===== src/rtl/iccm_loader_pkg.sv =====
// Shared types and constants for the UART-fed ICCM image loader.
package iccm_loader_pkg;

  // Frame-level states of the loader.
  typedef enum logic [2:0] {
    ST_IDLE,
    ST_LEN_LO,
    ST_LEN_HI,
    ST_DATA,
    ST_CSUM,
    ST_DONE,
    ST_ERR
  } state_e;

  // Error codes reported on err_code_o.
  typedef enum logic [1:0] {
    ERR_NONE = 2'd0,
    ERR_CSUM = 2'd1,
    ERR_LEN  = 2'd2,
    ERR_TMO  = 2'd3
  } err_code_e;

  // Bit-level states of the byte receiver.
  typedef enum logic [1:0] {
    RX_IDLE,
    RX_START,
    RX_DATA,
    RX_STOP
  } rx_state_e;

  localparam logic [7:0] SYNC_DEFAULT = 8'hA5;

  // Word count is legal when non-zero and no larger than the ICCM capacity.
  function automatic logic len_ok(input logic [15:0] n, input int unsigned aw);
    if (n == 16'd0)  return 1'b0;
    if (aw >= 16)    return 1'b1;
    return ({16'd0, n} <= (32'd1 << aw));
  endfunction

endpackage


===== src/rtl/iccm_uart_rx.sv =====
// 8N1 serial byte receiver with 2-flop input synchroniser and runtime baud divider.
module iccm_uart_rx
  import iccm_loader_pkg::*;
(
  input  logic        clock,
  input  logic        reset,
  input  logic        rx_i,
  input  logic [15:0] clks_per_bit_i,
  output logic        rx_valid_o,
  output logic [7:0]  rx_byte_o,
  output logic        rx_frame_err_o
);

  logic        r_rx_s1, r_rx_s2;
  rx_state_e   r_state;
  logic [15:0] r_cpb;
  logic [15:0] r_cnt;
  logic [2:0]  r_bit;
  logic [7:0]  r_shift;
  logic        r_valid;
  logic        r_ferr;

  // Bring the asynchronous line into the clock domain; idle level is high.
  always_ff @(posedge clock) begin
    if (reset) begin
      r_rx_s1 <= 1'b1;
      r_rx_s2 <= 1'b1;
    end else begin
      r_rx_s1 <= rx_i;
      r_rx_s2 <= r_rx_s1;
    end
  end

  // Bit timing: the counter starts at 1 on the detect cycle so the start bit is
  // revalidated at cpb/2 and every later bit is sampled one full cpb later.
  always_ff @(posedge clock) begin
    if (reset) begin
      r_state <= RX_IDLE;
      r_cpb   <= 16'd0;
      r_cnt   <= 16'd0;
      r_bit   <= 3'd0;
      r_shift <= 8'd0;
      r_valid <= 1'b0;
      r_ferr  <= 1'b0;
    end else begin
      r_valid <= 1'b0;
      r_ferr  <= 1'b0;
      case (r_state)
        RX_IDLE: begin
          if (!r_rx_s2) begin
            r_cpb   <= clks_per_bit_i;
            r_cnt   <= 16'd1;
            r_state <= RX_START;
          end
        end
        RX_START: begin
          if (r_cnt == (r_cpb >> 1)) begin
            if (!r_rx_s2) begin
              r_state <= RX_DATA;
              r_cnt   <= 16'd1;
              r_bit   <= 3'd0;
            end else begin
              r_state <= RX_IDLE;
            end
          end else begin
            r_cnt <= r_cnt + 16'd1;
          end
        end
        RX_DATA: begin
          if (r_cnt == r_cpb) begin
            r_shift <= {r_rx_s2, r_shift[7:1]};
            r_cnt   <= 16'd1;
            if (r_bit == 3'd7) r_state <= RX_STOP;
            else               r_bit   <= r_bit + 3'd1;
          end else begin
            r_cnt <= r_cnt + 16'd1;
          end
        end
        RX_STOP: begin
          if (r_cnt == r_cpb) begin
            if (r_rx_s2) r_valid <= 1'b1;
            else         r_ferr  <= 1'b1;
            r_state <= RX_IDLE;
          end else begin
            r_cnt <= r_cnt + 16'd1;
          end
        end
        default: r_state <= RX_IDLE;
      endcase
    end
  end

  assign rx_valid_o     = r_valid;
  assign rx_byte_o      = r_shift;
  assign rx_frame_err_o = r_ferr;

endmodule


===== src/rtl/iccm_uart_loader.sv =====
// Frame decoder that writes a checksummed serial image into ICCM and gates core reset.
module iccm_uart_loader
  import iccm_loader_pkg::*;
#(
  parameter int         AW          = 12,
  parameter int         DW          = 32,
  parameter int         TIMEOUT_CYC = 1000000,
  parameter logic [7:0] SYNC_BYTE   = SYNC_DEFAULT
) (
  input  logic          clock,
  input  logic          reset,
  input  logic          rx_i,
  input  logic [15:0]   clks_per_bit_i,
  output logic          we_o,
  output logic [AW-1:0] addr_o,
  output logic [DW-1:0] wdata_o,
  output logic          core_rst_o,
  output logic          busy_o,
  output logic          done_o,
  output logic          err_o,
  output logic [1:0]    err_code_o
);

  localparam int BPW = DW / 8;
  localparam int BW  = (BPW > 1) ? $clog2(BPW) : 1;
  localparam int TW  = $clog2(TIMEOUT_CYC + 1);

  logic          w_rx_valid;
  logic [7:0]    w_rx_byte;
  logic          w_rx_ferr;

  state_e        r_state;
  logic [15:0]   r_len;
  logic [16:0]   r_wcnt;
  logic [AW-1:0] r_waddr;
  logic [BW-1:0] r_bcnt;
  logic [DW-1:0] r_word;
  logic [7:0]    r_sum;
  logic [TW-1:0] r_idle;

  logic          r_we;
  logic [AW-1:0] r_addr_o;
  logic [DW-1:0] r_wdata;
  logic          r_core_rst;
  logic          r_busy;
  logic          r_done;
  logic          r_err;
  err_code_e     r_err_code;

  iccm_uart_rx u_rx (
    .clock          (clock),
    .reset          (reset),
    .rx_i           (rx_i),
    .clks_per_bit_i (clks_per_bit_i),
    .rx_valid_o     (w_rx_valid),
    .rx_byte_o      (w_rx_byte),
    .rx_frame_err_o (w_rx_ferr)
  );

  // Little-endian assembly: each new byte enters at the top and shifts down,
  // so the first byte of a word ends up in bits [7:0].
  logic [DW-1:0] w_word_nxt;
  logic [15:0]   w_len_n;
  logic [7:0]    w_sum_nxt;
  logic          w_last_byte;
  logic          w_last_word;
  logic          w_tmo;
  logic          w_active;

  assign w_word_nxt  = (r_word >> 8) | (DW'(w_rx_byte) << (DW - 8));
  assign w_len_n     = {w_rx_byte, r_len[7:0]};
  assign w_sum_nxt   = r_sum + w_rx_byte;
  assign w_last_byte = (r_bcnt == BW'(BPW - 1));
  assign w_last_word = ((r_wcnt + 17'd1) == {1'b0, r_len});
  assign w_tmo       = (r_idle == TW'(TIMEOUT_CYC - 1));
  assign w_active    = (r_state == ST_LEN_LO) || (r_state == ST_LEN_HI) ||
                       (r_state == ST_DATA)   || (r_state == ST_CSUM);

  // Inter-byte idle counter; only runs while a frame is in progress.
  always_ff @(posedge clock) begin
    if (reset || w_rx_valid || !w_active) r_idle <= '0;
    else                                  r_idle <= r_idle + TW'(1);
  end

  // Frame FSM with registered outputs. A received byte takes priority over a
  // timeout landing in the same cycle; timeout and framing faults apply last.
  always_ff @(posedge clock) begin
    if (reset) begin
      r_state    <= ST_IDLE;
      r_len      <= '0;
      r_wcnt     <= '0;
      r_waddr    <= '0;
      r_bcnt     <= '0;
      r_word     <= '0;
      r_sum      <= '0;
      r_we       <= 1'b0;
      r_addr_o   <= '0;
      r_wdata    <= '0;
      r_core_rst <= 1'b0;
      r_busy     <= 1'b0;
      r_done     <= 1'b0;
      r_err      <= 1'b0;
      r_err_code <= ERR_NONE;
    end else begin
      r_we   <= 1'b0;
      r_done <= 1'b0;
      case (r_state)
        ST_IDLE, ST_ERR: begin
          if (w_rx_valid && (w_rx_byte == SYNC_BYTE)) begin
            r_state    <= ST_LEN_LO;
            r_busy     <= 1'b1;
            r_core_rst <= 1'b1;
            r_err      <= 1'b0;
            r_err_code <= ERR_NONE;
            r_waddr    <= '0;
            r_wcnt     <= '0;
            r_bcnt     <= '0;
            r_sum      <= '0;
          end
        end
        ST_LEN_LO: begin
          if (w_rx_valid) begin
            r_len[7:0] <= w_rx_byte;
            r_sum      <= w_rx_byte;
            r_state    <= ST_LEN_HI;
          end
        end
        ST_LEN_HI: begin
          if (w_rx_valid) begin
            r_len <= w_len_n;
            r_sum <= w_sum_nxt;
            if (len_ok(w_len_n, AW)) begin
              r_state <= ST_DATA;
            end else begin
              r_state    <= ST_ERR;
              r_err      <= 1'b1;
              r_err_code <= ERR_LEN;
              r_core_rst <= 1'b1;
              r_busy     <= 1'b0;
            end
          end
        end
        ST_DATA: begin
          if (w_rx_valid) begin
            r_sum  <= w_sum_nxt;
            r_word <= w_word_nxt;
            if (w_last_byte) begin
              r_we     <= 1'b1;
              r_wdata  <= w_word_nxt;
              r_addr_o <= r_waddr;
              r_waddr  <= r_waddr + AW'(1);
              r_wcnt   <= r_wcnt + 17'd1;
              r_bcnt   <= '0;
              if (w_last_word) r_state <= ST_CSUM;
            end else begin
              r_bcnt <= r_bcnt + BW'(1);
            end
          end
        end
        ST_CSUM: begin
          if (w_rx_valid) begin
            if (w_sum_nxt == 8'd0) begin
              r_state    <= ST_DONE;
              r_done     <= 1'b1;
              r_core_rst <= 1'b0;
              r_busy     <= 1'b0;
            end else begin
              r_state    <= ST_ERR;
              r_err      <= 1'b1;
              r_err_code <= ERR_CSUM;
              r_core_rst <= 1'b1;
              r_busy     <= 1'b0;
            end
          end
        end
        ST_DONE: r_state <= ST_IDLE;
        default: r_state <= ST_IDLE;
      endcase

      if (w_active && !w_rx_valid && (w_tmo || w_rx_ferr)) begin
        r_state    <= ST_ERR;
        r_err      <= 1'b1;
        r_err_code <= ERR_TMO;
        r_core_rst <= 1'b1;
        r_busy     <= 1'b0;
      end
    end
  end

  assign we_o       = r_we;
  assign addr_o     = r_addr_o;
  assign wdata_o    = r_wdata;
  assign core_rst_o = r_core_rst;
  assign busy_o     = r_busy;
  assign done_o     = r_done;
  assign err_o      = r_err;
  assign err_code_o = r_err_code;

endmodule


===== config.mk =====
export PLATFORM = sky130hd
export DESIGN_NAME = iccm_uart_loader
export DESIGN_NICKNAME = d
export VERILOG_FILES = /design/src/rtl/iccm_loader_pkg.sv /design/src/rtl/iccm_uart_rx.sv /design/src/rtl/iccm_uart_loader.sv
export SDC_FILE = /design/constraint.sdc
export NUM_CORES = 1
export LEC_CHECK = 0
export CORE_MARGIN = 1.5
export CORE_UTILIZATION = 40
export CTS_CLUSTER_DIAMETER = 50
export DETAILED_ROUTE_END_ITERATION = 8
export GPL_TIMING_DRIVEN = 0
export PLACE_DENSITY = 0.56
export SYNTH_ARGS = -nofsm -noshare
export SYNTH_HDL_FRONTEND = slang
export SYNTH_SLANG_ARGS = --single-unit
export TNS_END_PERCENT = 50

===== constraint.sdc =====
create_clock -name clock -period 3.15 [get_ports clock]
set_input_delay 0.945 -clock clock [delete_from_list [all_inputs] [get_ports clock]]
set_output_delay 0.945 -clock clock [all_outputs]
set_load 0.02 [all_outputs]

==> metrics.txt, run 1 <==
Die Width 160 um; clk buf depth 3; peak fanout along the critical path 10; Slew Limit Headroom 14.0%; Syn Nets 1310; worst setup path startpoint reset; sequential element share of the synthesized area 41.2%; slack of the critical path 0.150 ns; global routing usage on met3 2.68%; Tcrit/Tclk final 95.2%; Detail Route Antenna Nets 0; Pre-Repair DR Iteration Count 5; number of standard-cell rows in the floorplan 57; number of I/O pins 70; post-route cell area 12000 um^2; startpoint of the worst-slack reg-to-reg timing path r_state[0]; via count of the first global-routing pass 8638; status complete, no violations; initial DRC count 652; flip-flop and latch count after synthesis 202; worst setup path endpoint err_code_o[0]; power after layout 6.41 mW; storage element area 4040 um^2; full die area 25500 um^2; max-cap violations 0; number of enable flip-flop cells after synthesis 0; Vias/cell 5.35; Global Route met1 Usage 29.9%; worst skew pair latency 0.54 ns; # Post-CTS Setup Buffers 0; # DRC 0; global-route usage over all layers 21.6%; final setup violation count 0; post-placement cell area 10900 um^2; unrepaired setup endpoints after global routing false; diode count 0; die height 160 um; starting utilization of the core area 40.6%; global routing met2 resource utilization 35.5%; unique cell type count in the Yosys netlist 72; number of levels in the clock H-tree 1; CP Capture Type flip-flop; Core Util, Final 49.5%; library cell used as clock root buffer clkbuf_16; FF-to-FF setup slack 0.25 ns; grt total ovfl 0; core area 24200 um^2; Worst R2R Path Depth 8; layer carrying the most global-route usage met2; maximum vdd drop 0.000336 V; routed via count 9170; total wire length after detailed routing 27900 um; Placement Setup Slack -0.352 ns; r2r endpoint r_wcnt[1]; clock-pin slew on the worst setup and hold paths 0.06 ns; slew at the pin closest to its max-slew limit 1.28 ns; instance count of the mapped netlist 1271; Filler Cell Count 2457; summed instance area of the synthesized netlist 9810 um^2; port bufs 69; DP Wirelength 19900 um; critical path arrival 3.38 ns; Req. time, crit path 3.53 ns; post-layout minimum cycle time 3.00 ns; Synth-to-Final Area Change 21.9%; Final #Nets 1408; cell leakage power 3.99 nW; Max Clock Skew 0.00992 ns; startpoint-to-endpoint class of the critical path in2reg; top flip-flop cell by instance count after synthesis dfxtp_1; Synth warnings 0; Hold/Removal Path Class reg2reg; WL/cell 16.3 um; Post-Synthesis Mean Instance Area 7.72 um^2; Max Transition Viols Final 0; kind of start point of the critical path primary input; fraction of final layout cells with drive strength greater than 1 5.40%; number of CTS-inserted buffers 28; PD cells 536 nW/um^2; area used by multi-input combinational logic 5390 um^2; maximum number of pins on one net before global-route repair 14; endpoints failing hold 0; weighted congestion reported at the end of routability-driven placement 0.859; first-pass GRT wire length 45400 um; TritonCTS clock tree yes; clock sinks 202; async set-or-reset flop fraction in the synthesized netlist 0%; number of antenna violations at the first check in global routing 0; maximum operating frequency 333 MHz; final sum of negative setup slack 0 ns
worst max-delay path, cell delays in order:
cell and delay, ns:
clkdlybuf4s50_1 0.63, clkbuf_1 0.47, clkbuf_1 0.56, clkbuf_1 0.67, a21oi_1 0.09
through the flow:
stage                     std cells  hold slack, ns
final                          1714           0.411
after global routing           1714           0.439
after CTS                      1715           0.415
after detailed placement       1664           0.406
after global placement         1664           0.401
after floorplan                1271           0.389
worst min-delay path by stage:
stage | startpoint | end | slack, ns | depth (start not counted)
6_report | u_rx.r_rx_s1 | u_rx.r_rx_s2 | 0.41 | 1
5_1_grt | u_rx.r_rx_s1 | u_rx.r_rx_s2 | 0.44 | 1
4_1_cts | u_rx.r_rx_s1 | u_rx.r_rx_s2 | 0.41 | 1
3_5_place_dp | u_rx.r_rx_s1 | u_rx.r_rx_s2 | 0.41 | 1
3_3_place_gp | u_rx.r_rx_s1 | u_rx.r_rx_s2 | 0.40 | 1
2_1_floorplan | u_rx.r_rx_s1 | u_rx.r_rx_s2 | 0.39 | 1
Yosys cell counts, types with 11 or more instances:
cell type / count / area share (%)
a21oi_1: 154 / 7.9
a22oi_1: 13 / 0.99
clkbuf_1: 78 / 3.0
dfxtp_1: 202 / 41
ha_1: 19 / 2.4
inv_1: 16 / 0.61
nand2_1: 288 / 11
nand2b_1: 11 / 0.70
nand3_1: 40 / 2.0
nand4_1: 24 / 1.5
nor2_1: 92 / 3.5
nor3_1: 21 / 1.1
nor4_1: 20 / 1.3
o21ai_0: 40 / 2.0
or3_1: 11 / 0.70
xnor2_1: 52 / 4.6
xor2_1: 32 / 2.9
power breakdown:
group	leakage [nW]	total, mW	switching [mW]	internal [mW]
combinational	1.87	0.368	0.247	0.121
sequential	1.63	2.59	0.0193	2.57
clock	0.492	3.45	1.28	2.17
total	3.99	6.41	1.54	4.86
per-layer routing:
metal	vias to the layer above	wire length, um
met4	0	531
li1	4616	-
met2	196	12700
met3	42	1230
met5	-	0
met1	4316	13400
cells in the final DEF, fill, tap and decap left out, drive strengths merged, types with 6 or more instances in the layout:
master / Yosys / final
a31oi: 9 / 9
ha: 19 / 19
nand3: 41 / 41
xnor2: 52 / 52
inv: 16 / 23
nand2b: 11 / 11
and2: 10 / 10
clkbuf: 82 / 115
a22oi: 13 / 13
clkdlybuf4s50: 0 / 69
a21oi: 154 / 154
nor3: 21 / 21
nor4: 20 / 20
a21o: 7 / 7
nand2: 288 / 288
or4: 10 / 10
nor2: 92 / 92
o21ai: 41 / 41
xor2: 32 / 32
or3: 11 / 11
nor2b: 8 / 8
a211oi: 6 / 6
dfxtp: 202 / 202
and4: 8 / 8
nand4: 24 / 24
and3: 10 / 10
registers in the layout, indices dropped and copies added, names as in the netlist, 2 cells and up, named ones only:
signal and flops:
addr_o 12, err_code_o 2, r_sum 8, r_wcnt 17
u_rx.r_bit 3, u_rx.r_cnt 16, wdata_o 32, r_waddr 12
r_bcnt 2, r_len 16, r_idle 20, u_rx.r_cpb 16
r_word 24, u_rx.rx_byte_o 8, r_state 3
repair_timing:
action,CTS,global route
hold buffers,0,0
endpoints found under the setup margin,1,14
resized for setup,1,5
cell type report:
| cell class | count | area share [%] |
|---|---|---|
| multi-input combinational | 965 | 45.1 |
| sequential | 202 | 33.8 |
| tap | 324 | 3.39 |
| timing repair buffer | 69 | 5.78 |
| buffer | 86 | 2.79 |
| clock buffer | 33 | 6.36 |
| clock inverter | 18 | 2.21 |
| inverter | 17 | 0.534 |
cell families after synthesis:
| family | share of synthesized area (%) |
|---|---|
| DFF | 41.2 |
| xor gates and xnor gates | 7.50 |
| muxes | 0.306 |
| and+or+nand+nor | 26.7 |
| adders and majority gates | 2.63 |
| buffers and inverters | 4.08 |
| AOI/OAI and AO/OA | 17.6 |
Note: power is estimated with default switching activity, not from simulation.
==> inputs of run 2 (changes only) <==
- ABC_CLOCK_PERIOD_IN_PS: default -> 3150
==> results of run 2 <==
No change in the layout: final DEF, timing and power equal those of run 1.
==> inputs of run 3 (changes only) <==
- CORE_UTILIZATION: 40 -> 31
- PLACE_DENSITY: 0.56 -> 0.46
==> metrics.txt, run 3 (same netlist as run 1, synthesis figures left out) <==
status complete, no violations; number of CTS-inserted buffers 30 (+7.1%); Final #Nets 1411 (+0.21%); # Post-CTS Setup Buffers 0 (unchanged); Global Route met1 Usage 24.3% (-5.6 points); CP Capture Type flip-flop; number of flip-flops under the largest register name 32 (unchanged); full die area 32700 um^2 (+28%); total wire length after detailed routing 29900 um (+7.3%); maximum operating frequency 338 MHz (+1.3%); layer carrying the most global-route usage met2; first-pass GRT wire length 47600 um (+4.7%); most frequent standard cell in the layout excluding fill and tap cells nand2_1; Req. time, crit path 3.58 ns (+0.05 ns); number of I/O pins 70 (unchanged); starting utilization of the core area 31.7% (-8.8 points); global-route usage over all layers 18.0% (-3.6 points); number of standard-cell rows in the floorplan 64 (+12%); leading cell types in the layout, fill and taps excluded nand2_1, dfxtp_1, a21oi_1; global routing met2 resource utilization 29.6% (-5.9 points); Detail Route Antenna Nets 0 (unchanged); die height 181 um (+13%); grt total ovfl 0 (unchanged); startpoint-to-endpoint class of the critical path reg2reg; routed via count 9161 (-0.098%); clock-pin slew on the worst setup and hold paths 0.06 ns (about the same); Synth-to-Final Area Change 22.5%; Die Width 181 um (+13%); TritonCTS clock tree yes; endpoints failing hold 0 (unchanged); number of antenna violations at the first check in global routing 1 (+1); post-placement cell area 11000 um^2 (+0.83%); PD cells 519 nW/um^2 (-3.2%); critical path arrival 3.39 ns (about the same); worst skew pair latency 0.56 ns (+0.02 ns); slew at the pin closest to its max-slew limit 1.31 ns (+0.0352 ns); # DRC 0 (unchanged); CTS Hold Bufs 0 (unchanged); DP Wirelength 21300 um (+7.2%); Tcrit/Tclk final 94.0% (-1.2 points); port bufs 69 (unchanged); global routing usage on met3 2.74% (+0.066 points); library cell used as clock root buffer clkbuf_16; initial DRC count 707 (+8.4%); WL/cell 16.7 um (+2.7%); Max Clock Skew 0.0310 ns (+0.0211 ns); Slew Limit Headroom 11.6% (-2.4 points); cell leakage power 3.98 nW (-0.12%); number of levels in the clock H-tree 1 (unchanged); core area 30900 um^2 (+28%); Hold/Removal Path Class reg2reg; Vias/cell 5.12 (-4.4%); post-layout minimum cycle time 2.96 ns (-0.0391 ns); maximum vdd drop 0.000358 V (+6.5%); peak fanout along the critical path 4 (-6); clock sinks 202 (unchanged); clk buf depth 3 (unchanged); Max Transition Viols Final 0 (unchanged); kind of start point of the critical path flip-flop; maximum number of pins on one net before global-route repair 16 (+2); Cell Count Post-Placement 1736 (+4.3%); via count of the first global-routing pass 8730 (+1.1%); post-route cell area 12000 um^2 (+0.49%); final setup violation count 0 (unchanged); fraction of final layout cells with drive strength greater than 1 5.45% (+0.052 points); Pre-Repair DR Iteration Count 7 (+2); weighted congestion reported at the end of routability-driven placement 0.848 (-1.3%); diode count 0 (unchanged); max-cap violations 0 (unchanged); non-filler cells in the finished layout 1791 (+4.5%); unrepaired setup endpoints after global routing false
[run 3: through the flow]
step / utilization, % / hold slack [ns] / TNS (ns) / total power [mW] / setup slack, ns
after floorplan: - / 0.389 / 0 / 2.89 / 0.358
after global placement: 35.6 / 0.406 / -29.36 / 3.02 / -0.405
after detailed placement: 35.6 / 0.398 / -31.48 / 3.02 / -0.414
after CTS: 38.8 / 0.418 / 0 / 6.32 / 0.0492
after global routing: 38.9 / 0.433 / 0 / 6.48 / 0.0201
final: 38.9 / 0.420 / 0 / 6.23 / 0.189
[run 3: worst max-delay path: stages, from the launching register on]
cell and delay (ns):
dfxtp_1 0.32, ha_1 0.23, fa_1 0.41, a211oi_1 0.29
nor2_1 0.10, xor2_1 0.16, or3b_2 0.54, nor4_4 0.29
a21boi_0 0.18, o311a_1 0.30
[run 3: path summary, 6_finish.rpt]
path / depth (start not counted) / slack (ns) / from / to
min: 1 / 0.42 / u_rx.r_rx_s1 / u_rx.r_rx_s2
max reg2reg: 9 / 0.19 / r_sum[0] / err_o
min reg2reg: 1 / 0.42 / u_rx.r_rx_s1 / u_rx.r_rx_s2
max: 9 / 0.19 / r_sum[0] / err_o
[run 3: final cells by class]
type / instances / area, um^2
plain buffers: 87 / 347
clock buffers: 40 / 818
clock inverters: 15 / 164
fillers: 3233 / 18900
inverters: 17 / 63.8
multi-input cells: 965 / 5390
flip-flops and latches: 202 / 4040
well taps: 396 / 495
repair buffers: 69 / 691
[run 3: report_power, final]
group          internal [mW]  switching (mW)  leakage, nW
sequential              2.57          0.0197         1.63
clock                   2.00            1.27        0.477
combinational          0.121           0.252         1.88
[run 3: repair_timing]
action,in CTS,in global routing
resized for setup,1,10
endpoints found under the setup margin,3,28
pin swaps,0,1
[run 3: metal layers]
metal / up-vias / wire, um / share of wire (%)
met3: 34 / 1150 / 3.8
met4: 0 / 483 / 1.6
met2: 190 / 13600 / 46
li1: 4619 / - / -
met5: - / 0 / 0
met1: 4318 / 14700 / 49
